$ cat config.mk
export PLATFORM = sky130hd
export DESIGN_NAME = subservient_wb_timer
export DESIGN_NICKNAME = d
export VERILOG_FILES = /design/src/rtl/subservient_timer_pkg.sv /design/src/rtl/subservient_timer_prescaler.sv /design/src/rtl/subservient_wb_timer.sv
export SDC_FILE = /design/constraint.sdc
export NUM_CORES = 1
export LEC_CHECK = 0
export ABC_AREA = 1
export BUFFER_PORTS_ARGS = -buffer_cell sky130_fd_sc_hd__buf_2
export CAP_MARGIN = 20
export CORE_MARGIN = 2
export CORE_UTILIZATION = 55
export CTS_CLUSTER_SIZE = 40
export DETAILED_ROUTE_END_ITERATION = 8
export PLACE_DENSITY = 0.75
export RECOVER_POWER = 50
export SYNTH_ARGS = -nofsm -noshare
export SYNTH_HDL_FRONTEND = slang
export SYNTH_SLANG_ARGS = --single-unit
export TNS_END_PERCENT = 30
$ cat constraint.sdc
create_clock -name i_clk -period 3.5 [get_ports i_clk]
set_clock_uncertainty 0.2 [all_clocks]
set_input_delay 0.7 -clock i_clk [delete_from_list [all_inputs] [get_ports i_clk]]
set_output_delay 0.7 -clock i_clk [all_outputs]
set_load 0.02 [all_outputs]
$ cat src/rtl/subservient_timer_pkg.sv
// ---------------------------------------------------------------------------
// subservient_timer_pkg
// Shared definitions for the subservient Wishbone timer peripheral:
//   - register indices on the 2-bit word address
//   - CTRL / STATUS bit positions
//   - byte_merge(): applies a Wishbone byte-enable mask to a 32-bit register
// ---------------------------------------------------------------------------
package subservient_timer_pkg;

    localparam logic [1:0] REG_MTIME    = 2'd0;
    localparam logic [1:0] REG_MTIMECMP = 2'd1;
    localparam logic [1:0] REG_CTRL     = 2'd2;
    localparam logic [1:0] REG_STATUS   = 2'd3;

    localparam int CTRL_EN          = 0;
    localparam int CTRL_IRQ_EN      = 1;
    localparam int CTRL_AUTO_RELOAD = 2;
    localparam int CTRL_DIV_LSB     = 8;

    localparam int STATUS_PEND      = 0;

    // Lane n of the result takes wdat when sel[n]=1, otherwise keeps old_val.
    function automatic logic [31:0] byte_merge(input logic [31:0] old_val,
                                               input logic [31:0] wdat,
                                               input logic [3:0]  sel);
        logic [31:0] res;
        res = old_val;
        for (int b = 0; b < 4; b++) begin
            if (sel[b]) begin
                res[8*b +: 8] = wdat[8*b +: 8];
            end
        end
        return res;
    endfunction

endpackage

$ cat src/rtl/subservient_timer_prescaler.sv
// ---------------------------------------------------------------------------
// subservient_timer_prescaler
// Divides the clock by (div+1) while enabled. The count runs 0..div and
// tick is high in the cycle where count==div.
// Ports:
//   clk   in  clock
//   rst_n in  asynchronous active-low reset
//   en    in  count enable; count holds while low
//   clr   in  synchronous clear of the count (takes priority)
//   div   in  divisor, PRESCALE_W bits
//   tick  out one-cycle pulse every div+1 enabled cycles
// ---------------------------------------------------------------------------
module subservient_timer_prescaler #(
    parameter int PRESCALE_W = 8
) (
    input  logic                  clk,
    input  logic                  rst_n,
    input  logic                  en,
    input  logic                  clr,
    input  logic [PRESCALE_W-1:0] div,
    output logic                  tick
);

    logic [PRESCALE_W-1:0] count_reg;
    logic [PRESCALE_W-1:0] count_next;

    // Combinational so the counter sees the tick in the same cycle; div can
    // only change together with clr, so count never overshoots div.
    assign tick = en && (count_reg == div);

    always_comb begin
        count_next = count_reg;
        if (clr) begin
            count_next = '0;
        end else if (tick) begin
            count_next = '0;
        end else if (en) begin
            count_next = count_reg + 1'b1;
        end
    end

    always_ff @(posedge clk or negedge rst_n) begin
        if (!rst_n) begin
            count_reg <= '0;
        end else begin
            count_reg <= count_next;
        end
    end

endmodule

$ cat src/rtl/subservient_wb_timer.sv
// ---------------------------------------------------------------------------
// subservient_wb_timer
// Wishbone responder timer for the subservient SoC extension bus: a
// prescaled 32-bit MTIME counter, MTIMECMP compare, CTRL and STATUS, and a
// registered timer interrupt for the core.
// Ports:
//   i_clk        in  clock
//   i_rst_n      in  asynchronous active-low reset
//   i_wb_adr     in  [1:0]  word address (bus address bits [3:2])
//   i_wb_dat     in  [31:0] write data
//   i_wb_sel     in  [3:0]  byte enables
//   i_wb_we      in  write qualifier
//   i_wb_stb     in  request, held until ack
//   o_wb_rdt     out [31:0] read data, valid with ack, 0 otherwise
//   o_wb_ack     out one-cycle registered acknowledge
//   o_timer_irq  out registered PEND & IRQ_EN
// ---------------------------------------------------------------------------
module subservient_wb_timer
    import subservient_timer_pkg::*;
#(
    parameter int          PRESCALE_W = 8,
    parameter logic [31:0] RESET_CMP  = 32'hFFFF_FFFF
) (
    input  logic        i_clk,
    input  logic        i_rst_n,
    input  logic [1:0]  i_wb_adr,
    input  logic [31:0] i_wb_dat,
    input  logic [3:0]  i_wb_sel,
    input  logic        i_wb_we,
    input  logic        i_wb_stb,
    output logic [31:0] o_wb_rdt,
    output logic        o_wb_ack,
    output logic        o_timer_irq
);

    logic [31:0]           mtime_reg,    mtime_next;
    logic [31:0]           mtimecmp_reg, mtimecmp_next;
    logic                  en_reg,       en_next;
    logic                  irq_en_reg,   irq_en_next;
    logic                  auto_rld_reg, auto_rld_next;
    logic [PRESCALE_W-1:0] div_reg,      div_next;
    logic                  pend_reg,     pend_next;
    logic                  ack_reg;
    logic [31:0]           rdt_reg,      rdt_next;
    logic                  irq_reg;

    logic        req;
    logic        wr_mtime;
    logic        wr_mtimecmp;
    logic        wr_ctrl;
    logic        wr_status;
    logic        tick;
    logic        match;
    logic [31:0] mtime_inc;
    logic [31:0] ctrl_word;
    logic [31:0] status_word;

    // A request is only taken while ack is low, so a held stb is acked once
    // and then re-sampled after ack drops.
    assign req         = i_wb_stb && !ack_reg;
    assign wr_mtime    = req && i_wb_we && (i_wb_adr == REG_MTIME);
    assign wr_mtimecmp = req && i_wb_we && (i_wb_adr == REG_MTIMECMP);
    assign wr_ctrl     = req && i_wb_we && (i_wb_adr == REG_CTRL);
    assign wr_status   = req && i_wb_we && (i_wb_adr == REG_STATUS);

    always_comb begin
        ctrl_word                                 = '0;
        ctrl_word[CTRL_EN]                        = en_reg;
        ctrl_word[CTRL_IRQ_EN]                    = irq_en_reg;
        ctrl_word[CTRL_AUTO_RELOAD]               = auto_rld_reg;
        ctrl_word[CTRL_DIV_LSB +: PRESCALE_W]     = div_reg;
        status_word                               = '0;
        status_word[STATUS_PEND]                  = pend_reg;
    end

    subservient_timer_prescaler #(
        .PRESCALE_W (PRESCALE_W)
    ) u_prescaler (
        .clk   (i_clk),
        .rst_n (i_rst_n),
        .en    (en_reg),
        .clr   (wr_ctrl),
        .div   (div_reg),
        .tick  (tick)
    );

    assign mtime_inc = mtime_reg + 32'd1;
    // A bus write to MTIME overrides the tick, so no match is taken then.
    assign match     = tick && !wr_mtime && (mtime_inc == mtimecmp_reg);

    // Single-bit CTRL fields all live in byte lane 0.
    always_comb begin
        en_next       = en_reg;
        irq_en_next   = irq_en_reg;
        auto_rld_next = auto_rld_reg;
        if (wr_ctrl && i_wb_sel[0]) begin
            en_next       = i_wb_dat[CTRL_EN];
            irq_en_next   = i_wb_dat[CTRL_IRQ_EN];
            auto_rld_next = i_wb_dat[CTRL_AUTO_RELOAD];
        end
    end

    // DIV may straddle byte lanes 1 and 2, so each bit follows its own lane.
    generate
        for (genvar gi = 0; gi < PRESCALE_W; gi++) begin : g_div
            assign div_next[gi] = (wr_ctrl && i_wb_sel[(CTRL_DIV_LSB + gi) / 8])
                                ? i_wb_dat[CTRL_DIV_LSB + gi] : div_reg[gi];
        end
    endgenerate

    always_comb begin
        mtime_next    = mtime_reg;
        mtimecmp_next = mtimecmp_reg;
        pend_next     = pend_reg;

        if (wr_mtime) begin
            mtime_next = byte_merge(mtime_reg, i_wb_dat, i_wb_sel);
        end else if (tick) begin
            mtime_next = (match && auto_rld_reg) ? 32'd0 : mtime_inc;
        end

        if (wr_mtimecmp) begin
            mtimecmp_next = byte_merge(mtimecmp_reg, i_wb_dat, i_wb_sel);
            pend_next     = 1'b0;
        end

        if (wr_status && i_wb_sel[0] && i_wb_dat[STATUS_PEND]) begin
            pend_next = 1'b0;
        end

        // Setting beats any clear arriving in the same cycle.
        if (match) begin
            pend_next = 1'b1;
        end
    end

    always_comb begin
        rdt_next = '0;
        if (req) begin
            case (i_wb_adr)
                REG_MTIME:    rdt_next = mtime_reg;
                REG_MTIMECMP: rdt_next = mtimecmp_reg;
                REG_CTRL:     rdt_next = ctrl_word;
                default:      rdt_next = status_word;
            endcase
        end
    end

    always_ff @(posedge i_clk or negedge i_rst_n) begin
        if (!i_rst_n) begin
            mtime_reg    <= '0;
            mtimecmp_reg <= RESET_CMP;
            en_reg       <= 1'b0;
            irq_en_reg   <= 1'b0;
            auto_rld_reg <= 1'b0;
            div_reg      <= '0;
            pend_reg     <= 1'b0;
            ack_reg      <= 1'b0;
            rdt_reg      <= '0;
            irq_reg      <= 1'b0;
        end else begin
            mtime_reg    <= mtime_next;
            mtimecmp_reg <= mtimecmp_next;
            en_reg       <= en_next;
            irq_en_reg   <= irq_en_next;
            auto_rld_reg <= auto_rld_next;
            div_reg      <= div_next;
            pend_reg     <= pend_next;
            ack_reg      <= req;
            rdt_reg      <= rdt_next;
            irq_reg      <= pend_reg && irq_en_reg;
        end
    end

    assign o_wb_ack    = ack_reg;
    assign o_wb_rdt    = rdt_reg;
    assign o_timer_irq = irq_reg;

endmodule

=== Word level (Yosys, flattened, before mapping) ===
Index checks and enable logic that the tools add are counted.

* Flip-flop bits (word level): 118
* Bits of input ports: 42
* Output and inout port bits: 34

* $add $sub $neg: 2
* Equality and inequality tests: 9
* Multiplexer cells: 15
* Reduce and logical (&&, ||, !) cells: 29

{| class="wikitable"
|+ Operators with widths
! operator !! count
|-
| $mux 32 || 4
|-
| $pmux 32 s3 || 1
|-
| $mux 8 || 7
|-
| $add 32x1->32 const B || 1
|-
| $eq 32x32->1 || 1
|-
| $reduce_and 2->1 || 8
|-
| $logic_and 1x1->1 || 15
|-
| $add 8x1->8 const B || 1
|-
| $eq 8x8->1 || 1
|-
| $ne 2x2->1 const B || 4
|-
| $reduce_bool 3->1 || 2
|-
| $eq 2x2->1 const B || 2
|-
| $mux 1 || 3
|-
| $eq 2x1->1 const B || 1
|-
| $logic_not 1->1 || 2
|-
| $logic_not 2->1 || 1
|-
| $reduce_bool 2->1 || 1
|}

=== Logic depth before layout (Yosys ltp) ===
Gate-level depths: netlist of run 1.

* Depth in word-level cells: 11
* Mapped depth: 18
* Depth with buffers taken out: 17

=== By module ===
Synthesis of run 1 repeated with hierarchy kept, for this count alone.

* Cells, all modules: 1,027
* Area, all modules: 7,034.2 µm²

{| class="wikitable"
|+ Modules (own cells, without submodules)
! module !! times used !! cells an instance !! area each (µm²)
|-
| subservient_wb_timer || 1 || 944 || 6,461.2
|-
| subservient_timer_prescaler || 1 || 83 || 573.0
|}

=== Least setup slack after synthesis of run 1 ===
No wires, ideal clock.

* Path type: input -> register
* Start point: input i_wb_stb
* End point: register mtime_reg[26]
* Arrival time: 2,117 ps
* Required time: 3,175 ps
* Path slack: 1,058 ps
* Stages: 9
* Path buffers: 2
* Cell sequence: inv_1 -> nor2_1 -> nand2_1 -> nor2_1 -> clkbuf_1 -> clkbuf_1 -> nor2_1 -> nand2_1 -> a21oi_1

* Word-level cells in the longest chain between the ends: 10

{| class="wikitable"
|+ Ends and longest elaborated chain
! what !! RTL line !! RTL
|-
| from (decl) || subservient_wb_timer.sv:30 || <nowiki>input logic i_wb_stb,</nowiki>
|-
| $logic_and 1x1->1 * || subservient_wb_timer.sv:60 || <nowiki>assign req = i_wb_stb && !ack_reg;</nowiki>
|-
| $logic_and 1x1->1 * (2 in a row) || subservient_wb_timer.sv:61 || <nowiki>assign wr_mtime = req && i_wb_we && (i_wb_adr == REG_MTIME);</nowiki>
|-
| $logic_not 1->1 || subservient_wb_timer.sv:89 || <nowiki>assign match = tick && !wr_mtime && (mtime_inc == mtimecmp_reg);</nowiki>
|-
| $logic_and 1x1->1 (2 in a row) || subservient_wb_timer.sv:89 ||
|-
| $logic_and 1x1->1 || subservient_wb_timer.sv:119 || <nowiki>mtime_next = (match && auto_rld_reg) ? 32'd0 : mtime_inc;</nowiki>
|-
| $mux 32 || subservient_wb_timer.sv:119 ||
|-
| $mux 32 || subservient_wb_timer.sv:118 || <nowiki>end else if (tick) begin</nowiki>
|-
| $mux 32 || subservient_wb_timer.sv:116 || <nowiki>if (wr_mtime) begin</nowiki>
|-
| to (signal assigned) || subservient_wb_timer.sv:162 || <nowiki>mtime_reg <= mtime_next;</nowiki>
|-
| to (decl) || subservient_wb_timer.sv:36 || <nowiki>logic [31:0] mtime_reg, mtime_next;</nowiki>
|}

Mark *: on every way between the ends. The rest lies on a longest branch, timed or not. The select of a mux whose other input is x is not followed.
A chain may end at the register's enable or synchronous reset.

=== Worst setup path after layout of run 1 ===
* Start point: register mtime_reg[0]
* End point: register mtime_reg[0]

* Word-level cells in the longest chain between the ends: 7

{| class="wikitable"
|+ Ends and longest elaborated chain
! what !! RTL line !! RTL
|-
| $add 32x1->32 * || subservient_wb_timer.sv:87 || <nowiki>assign mtime_inc = mtime_reg + 32'd1;</nowiki>
|-
| $eq 32x32->1 || subservient_wb_timer.sv:89 ||
|-
| $logic_and 1x1->1 || subservient_wb_timer.sv:89 ||
|-
| $logic_and 1x1->1 || subservient_wb_timer.sv:119 ||
|-
| $mux 32 * || subservient_wb_timer.sv:119 ||
|-
| $mux 32 * || subservient_wb_timer.sv:118 ||
|-
| $mux 32 * || subservient_wb_timer.sv:116 ||
|}

Marks and branches as above.

==> summary.txt, run 1 <==
Status
  • Status: complete, but fails checks
  • Failing checks: capacitance limit, slew limit

Power and ir drop
  • Psw: 2430 µW
  • Net Sw Frac: 0.400
  • Clock power frac: 0.275
  • Cell-internal power: 3640 µW
  • Register share of total power: 0.373
  • VDD IR max: 0.434 mV
  • Combinational fraction of design power: 0.352
  • PwrDens: approximately 750 nW/µm²
  • Pleak: 0.00433 µW

Flow run
  • Max-cap violation count: 2

Clock tree
  • Clock Pin Slew Worst Setup and Hold Paths: 0.05 ns
  • Clock net sink count: 118
  • Clock Tree Root: clkbuf_16
  • CTS buffer count: 17
  • H-tree depth: 4
  • Worst-Skew Late Latency: 0.43 ns
  • Longest Clk Path Bufs: 2
  • CTS tree: built

GRT
  • Met2 usage: 0.472
  • Vias in the first global route: 6506
  • GRT busiest layer: met2
  • First-pass GRT wire length: between 30000 and 40000 µm
  • GR Layer Usage met3: 0.0669
  • Largest net degree at the start of global routing: 53
  • Initial antenna violation count: 0
  • Total Routing Usage GR: 0.311
  • Global Route met1 Usage: 0.446
  • Total grt overflow: 0

Die
  • Std-Cell Rows: 41
  • Chip height: between 100 and 150 µm
  • Die area: 13700 µm²
  • Chip width: about 120 µm
  • Total I/O pin count: 76
  • Core box area: 12500 µm²
  • Initial Util: 0.560

Logic synthesis
  • Mean Syn Cell Area: 6.95 µm²
  • Post-synth EDFFs: 0
  • Synth area leaders: dfrtp_1 (31%), nand2_1 (18%), dfstp_2 (12%)
  • Syn_nets: 1053
  • Top cells by count, synth: nand2_1 (335), nor2_1 (145), inv_1 (110)
  • Yosys warnings: 0
  • Predominant post-synthesis flop cell: dfrtp_1
  • Area leader, netlist: dfrtp_1
  • Post-synthesis sequential area ratio: 0.427
  • Syn Inst Count: between 1000 and 1500
  • Yosys cell types: 36
  • Top-count cell post-synth: nand2_1
  • Seq cells post-synth: roughly 120
  • Mapped Area: 7010 µm²
  • Synth top area share: 0.307
  • Async set-or-reset flop fraction in the synthesized netlist: 1.00

Drt
  • Final antenna-violating net count: 0
  • DRC errors left: 0
  • Routed len/inst: 15.3 µm
  • First-pass iteration count of the detailed router: 5
  • DRT Wirelength: 19500 µm
  • Via count: 6871
  • DR iter-0 viols: 545
  • DR vias/cell: 5.40

STA
  • Final Setup Violations: 0
  • Max Slew Vio Count: 75
  • Fin crit share: 0.929
  • Period minus WS final: 3.25 ns
  • Max Clock Freq: 308 MHz
  • Slew @ Worst Pin: 2.58 ns
  • RSZ-0062 raised after global routing: yes
  • PnR worst setup slack: 0.250 ns
  • Worst slew margin: -0.717
  • Final Hold Viols: 0
  • WHS: 0.294 ns
  • Total negative slack: 0 ns

Worst setup path
  • Crit-path max FO: 32
  • Req. time, crit path: 3.60 ns
  • Slowest CP cell: nand4_4
  • Worst Setup End Kind: flip-flop
  • Crit-path cells: ha_1 > nand2_1 > nor2_2 > nand2_2 > nor2_4 > nand3_1 > nand2_1 > xor2_1 > nand2_1 > nor2_2 > nand4_4 > nand2_1 > a21oi_1
  • Worst EP arrival: 3.35 ns
  • Max stage delay on crit path: 0.50 ns
  • CP dominant cell by count: nand2_1
  • Buf/Inv on CP: 0
  • Kind of critical path: flip-flop to flip-flop
  • Delay-heaviest family, CP: simple AND/OR/NAND/NOR gates
  • Startpoint Class: flip-flop

Final layout
  • Multi-input gate area: 3490 µm²
  • Non-Filler Instances: 1272
  • Fill count: ~1200
  • Area Overhead vs Synth: 15.8%
  • Sequential Area: 2990 µm²
  • Antenna diodes: 0
  • Share of layout cells above drive strength 1: 0.157
  • Post-layout nets: 1132

Placed design
  • Pre-CTS WS: between 0.3 and 0.4 ns
  • Hpwl dp: 14100 µm
  • RD Place Congestion: 0.940
  • Inst Count DP: 1241
  • PortBufs: 75

Hold path
  • Hold Crit Class: flip-flop to flip-flop
[area by class of cell]
| cell class | instances | area share |
|---|---|---|
| Multi-Input combinational cell | 756 | 0.430 |
| Sequential cell | 118 | 0.369 |
| Clock buffer | 20 | 0.0550 |
| Timing Repair Buffer | 84 | 0.0544 |
| Inverter | 111 | 0.0513 |
| Tap cell | 172 | 0.0265 |
| Clock inverter | 11 | 0.0136 |
[metrics by stage]
step                      power [µW]  cell area, µm²   util
after global routing            6560            8120  0.648
after detailed placement        4370            7580  0.605
final                           6070            8120  0.648
after floorplan                 3790            7010      -
after global placement          4330            7580  0.605
after CTS                       6060            8130  0.650
[cells in the final DEF (no fill, tap or decap), types with 9 or more instances in the layout]
cell         n
inv_1      110
dfrtp_1     86
a21oi_1     80
dfstp_2     32
clkbuf_16   17
nand3b_1    13
o21ai_0     61
nor2_2       9
nand2_1    335
nor2_1     144
mux2_2      12
nand3_1     49
buf_2       73
[path summary, 6_finish.rpt]
check                                   from               end  slack [ns]  cells after the start
max in group asynchronous            i_rst_n  mtimecmp_reg[24]        0.65                      2
worst min register to register    div_reg[2]        div_reg[2]        0.29                      2
worst max-delay path            mtime_reg[0]      mtime_reg[0]        0.25                     13
worst max register to register  mtime_reg[0]      mtime_reg[0]        0.25                     13
min in group asynchronous            i_rst_n       o_wb_rdt[7]        0.89                      1
worst min-delay path              div_reg[2]        div_reg[2]        0.29                      2
[kinds of logic after synthesis]
kind of cell,synth area share
simple gates,0.335
compound gates,0.117
buf+inv,0.0764
flops,0.427
xor+xnor,0.0214
mux,0.0193
fa+ha+maj,0.00357
[repair_timing]
action / 4_1_cts / 5_1_grt
hold endpoints to repair: 0 / 0
gates resized for setup: 0 / 1
endpoints found under the setup margin: 0 / 5
hold buffers: 0 / 0
buffers inserted: 0 / 0
[worst register-to-register path: cells and delay by family, from the launching register on]
kind / cells / cell delay, ns
compound gates: 1 / 0.09
xor+xnor: 1 / 0.19
fa+ha+maj: 1 / 0.24
flops: 1 / 0.44
simple gates: 10 / 1.96
[power by group through the flow]
stage	combinational, µW	sequential [µW]	clock [µW]
finish	2140	2270	1670
global placement	2070	2260	0
global route	2490	2330	1740
floorplan	1650	2140	0
CTS	2130	2250	1680
detailed placement	2100	2270	0
[metal layers]
| metal | vias to the layer above | part of all wire |
|---|---|---|
| li1 | 3362 | - |
| met1 | 3211 | 0.46 |
| met2 | 268 | 0.45 |
| met3 | 30 | 0.074 |
| met4 | 0 | 0.019 |
| met5 | - | 0 |
(Power assumes the default switching activity.)
==> inputs of run 2 (changes only) <==
==> constraint.sdc (replaced) <==
create_clock -name i_clk -period 3.5 [get_ports i_clk]
set_clock_uncertainty 0.2 [all_clocks]
set_input_delay 0.175 -clock i_clk [delete_from_list [all_inputs] [get_ports i_clk]]
set_output_delay 0.175 -clock i_clk [all_outputs]
set_load 0.02 [all_outputs]
==> run 2 against run 1 <==
Highest routed layer unchanged. Die area did not move. Via count increased by 1.1%. The flow still finishes with violations (capacitance limit, slew limit). Sequential share of layout area fell by 1.4 points. Clock-buffer cell count grew 2. Worst hold slack got worse by 0.23 ns.
==> summary.txt, run 2 (synthesis results as in run 1) <==
Placed design
  • Hpwl dp: 13900 µm (-1.6%)
  • RD Place Congestion: 0.933 (-0.65%)
  • PortBufs: 75 (unchanged)
  • Inst Count DP: 1239 (-0.16%)
  • Area after DPL: 7560 µm² (-0.20%)
  • Pre-CTS WS: 0.236 ns (-0.0709 ns)

GRT
  • Total grt overflow: 0 (unchanged)
  • GRT busiest layer: met2
  • Global Route met1 Usage: 0.451 (+0.00574)
  • Initial antenna violation count: 0 (unchanged)
  • First-pass GRT wire length: 32800 µm (+0.42%)
  • GR Layer Usage met3: 0.0613 (-0.00566)
  • Largest net degree at the start of global routing: 67 (+26%)
  • Met2 usage: 0.471 (-0.000771)
  • Vias in the first global route: 6531 (+0.38%)
  • Total Routing Usage GR: 0.314 (+0.00342)

Final layout
  • Antenna diodes: 0 (unchanged)
  • Most frequent cells in the layout: nand2_1 (335), nor2_1 (143), inv_1 (110)
  • Share of layout cells above drive strength 1: 0.126 (-0.0314)
  • Area Overhead vs Synth: 20.5%
  • Finished Cell Area: 8450 µm² (+4.1%)
  • Post-layout nets: 1167 (+3.1%)
  • Non-Filler Instances: 1308 (+2.8%)
  • Most common cell after layout, fill and taps aside: nand2_1

Drt
  • Routed len/inst: 15.4 µm (+0.39%)
  • DRT Wirelength: 20100 µm (+3.2%)
  • Via count: 6946 (+1.1%)
  • DR iter-0 viols: 589 (+8.1%)
  • First-pass iteration count of the detailed router: 5 (unchanged)
  • DRC errors left: 0 (unchanged)
  • DR vias/cell: 5.31 (-1.7%)
  • Final antenna-violating net count: 0 (unchanged)

Die
  • Std-Cell Rows: 41 (unchanged)
  • Die area: 13700 µm² (unchanged)
  • Chip width: 117 µm (unchanged)
  • Chip height: 117 µm (unchanged)
  • Total I/O pin count: 76 (unchanged)
  • Core box area: 12500 µm² (unchanged)
  • Initial Util: 0.560 (unchanged)

Clock tree
  • Clock net sink count: 118 (unchanged)
  • Longest Clk Path Bufs: 2 (unchanged)
  • Post-CTS Setup Inserts: 0 (unchanged)
  • CTS tree: built
  • Worst-Skew Late Latency: 0.42 ns (about the same)
  • H-tree depth: 4 (unchanged)
  • CTS buffer count: 17 (unchanged)
  • Clock Tree Root: clkbuf_16
  • Clock Pin Slew Worst Setup and Hold Paths: 0.06 ns (about the same)

Worst setup path
  • Worst r2r path cells: 16 (+3)
  • R2r endpoint: mtime_reg[30]
  • Crit path from: mtime_reg[0]
  • Startpoint Class: flip-flop
  • R2r setup slk: 0.19 ns (-0.06 ns)
  • Kind of critical path: flip-flop to flip-flop
  • Crit-path max FO: 32 (unchanged)
  • Worst Setup End Kind: flip-flop
  • Req. time, crit path: 3.60 ns (about the same)
  • Worst EP arrival: 3.41 ns (+0.06 ns)
  • Worst Setup EP: mtime_reg[30]
  • Critical R2R Launch: mtime_reg[0]

STA
  • Final Hold Viols: 0 (unchanged)
  • PnR worst setup slack: 0.188 ns (-0.0618 ns)
  • Slew @ Worst Pin: 1.60 ns (-0.979 ns)
  • WHS: 0.0647 ns (-0.229 ns)
  • RSZ-0062 raised after global routing: yes
  • Period minus WS final: 3.31 ns (+0.0618 ns)
  • Final Setup Violations: 0 (unchanged)
  • Max Clock Freq: 302 MHz (-1.9%)
  • Worst slew margin: -0.0646 (+0.652)
  • Max Slew Vio Count: 67 (-11%)
  • Fin crit share: 0.946 (+0.0177)

Power and ir drop
  • VDD IR max: 0.348 mV (-20%)
  • Pleak: 0.00435 µW (+0.57%)
  • Final Power: 6160 µW (+1.6%)
  • PwrDens: 730 nW/µm² (-2.4%)

Flow run
  • Max-cap violation count: 1 (-1)

Status
  • Status: complete, but fails checks
  • Failing checks: capacitance limit, slew limit

Hold path
  • Hold Crit Class: input pin to flip-flop
==> run 2: final cells by class <==
class / instances / area [µm²]
sequential: 118 / 2990
multi-input combinational: 756 / 3490
inverter: 111 / 417
clock inverter: 10 / 103
timing repair buffer: 119 / 749
tap: 172 / 215
fill: 1131 / 4070
clock buffer: 22 / 474
==> run 2: timing repair <==
item,in CTS,in global routing
hold buffers,37,0
resized for setup,0,1
endpoints found under the setup margin,0,32
hold endpoints to repair,125,0
==> run 2: how the worst min path moves through the flow <==
stage                startpoint      endpoint  cells past startpoint
detailed placement      i_rst_n        en_reg                      1
floorplan               i_rst_n  auto_rld_reg                      0
finish              i_wb_adr[1]      pend_reg                      4
global placement        i_rst_n    irq_en_reg                      1
global route        i_wb_adr[1]      pend_reg                      4
CTS                 i_wb_adr[1]      pend_reg                      4
==> run 2: per-stage QoR <==
step / TNS [ns] / utilization
after global placement: 0 / 0.604
final: 0 / 0.675
after floorplan: 0 / -
after CTS: 0 / 0.680
after detailed placement: 0 / 0.604
after global routing: -0.514 / 0.675
==> run 2: worst max-delay path, cell delays in order, from the launching register on <==
cell and delay (ns):
dfrtp_1 0.44, ha_1 0.27, nand2_1 0.13, nor2_2 0.19
nand2_2 0.17, nor2_4 0.23, nand2_1 0.08, nand2_1 0.08
nand2_1 0.06, nand2_1 0.05, nand2_1 0.04, nor2_1 0.12
nand2_1 0.09, nor2_2 0.20, nand4_4 0.49, nand2_1 0.23
a21oi_1 0.09
==> run 2: power breakdown <==
part | switching, µW | total [µW] | internal, µW
sequential | 492 | 2280 | 1790
clock | 630 | 1720 | 1090
combinational | 1340 | 2160 | 822
total | 2460 | 6160 | 3700
==> run 2: routing by layer <==
layer,vias to the layer above,wire length [µm]
li1,3434,-
met1,3196,9280
met2,279,9000
met3,37,1340
met4,0,456
met5,-,0
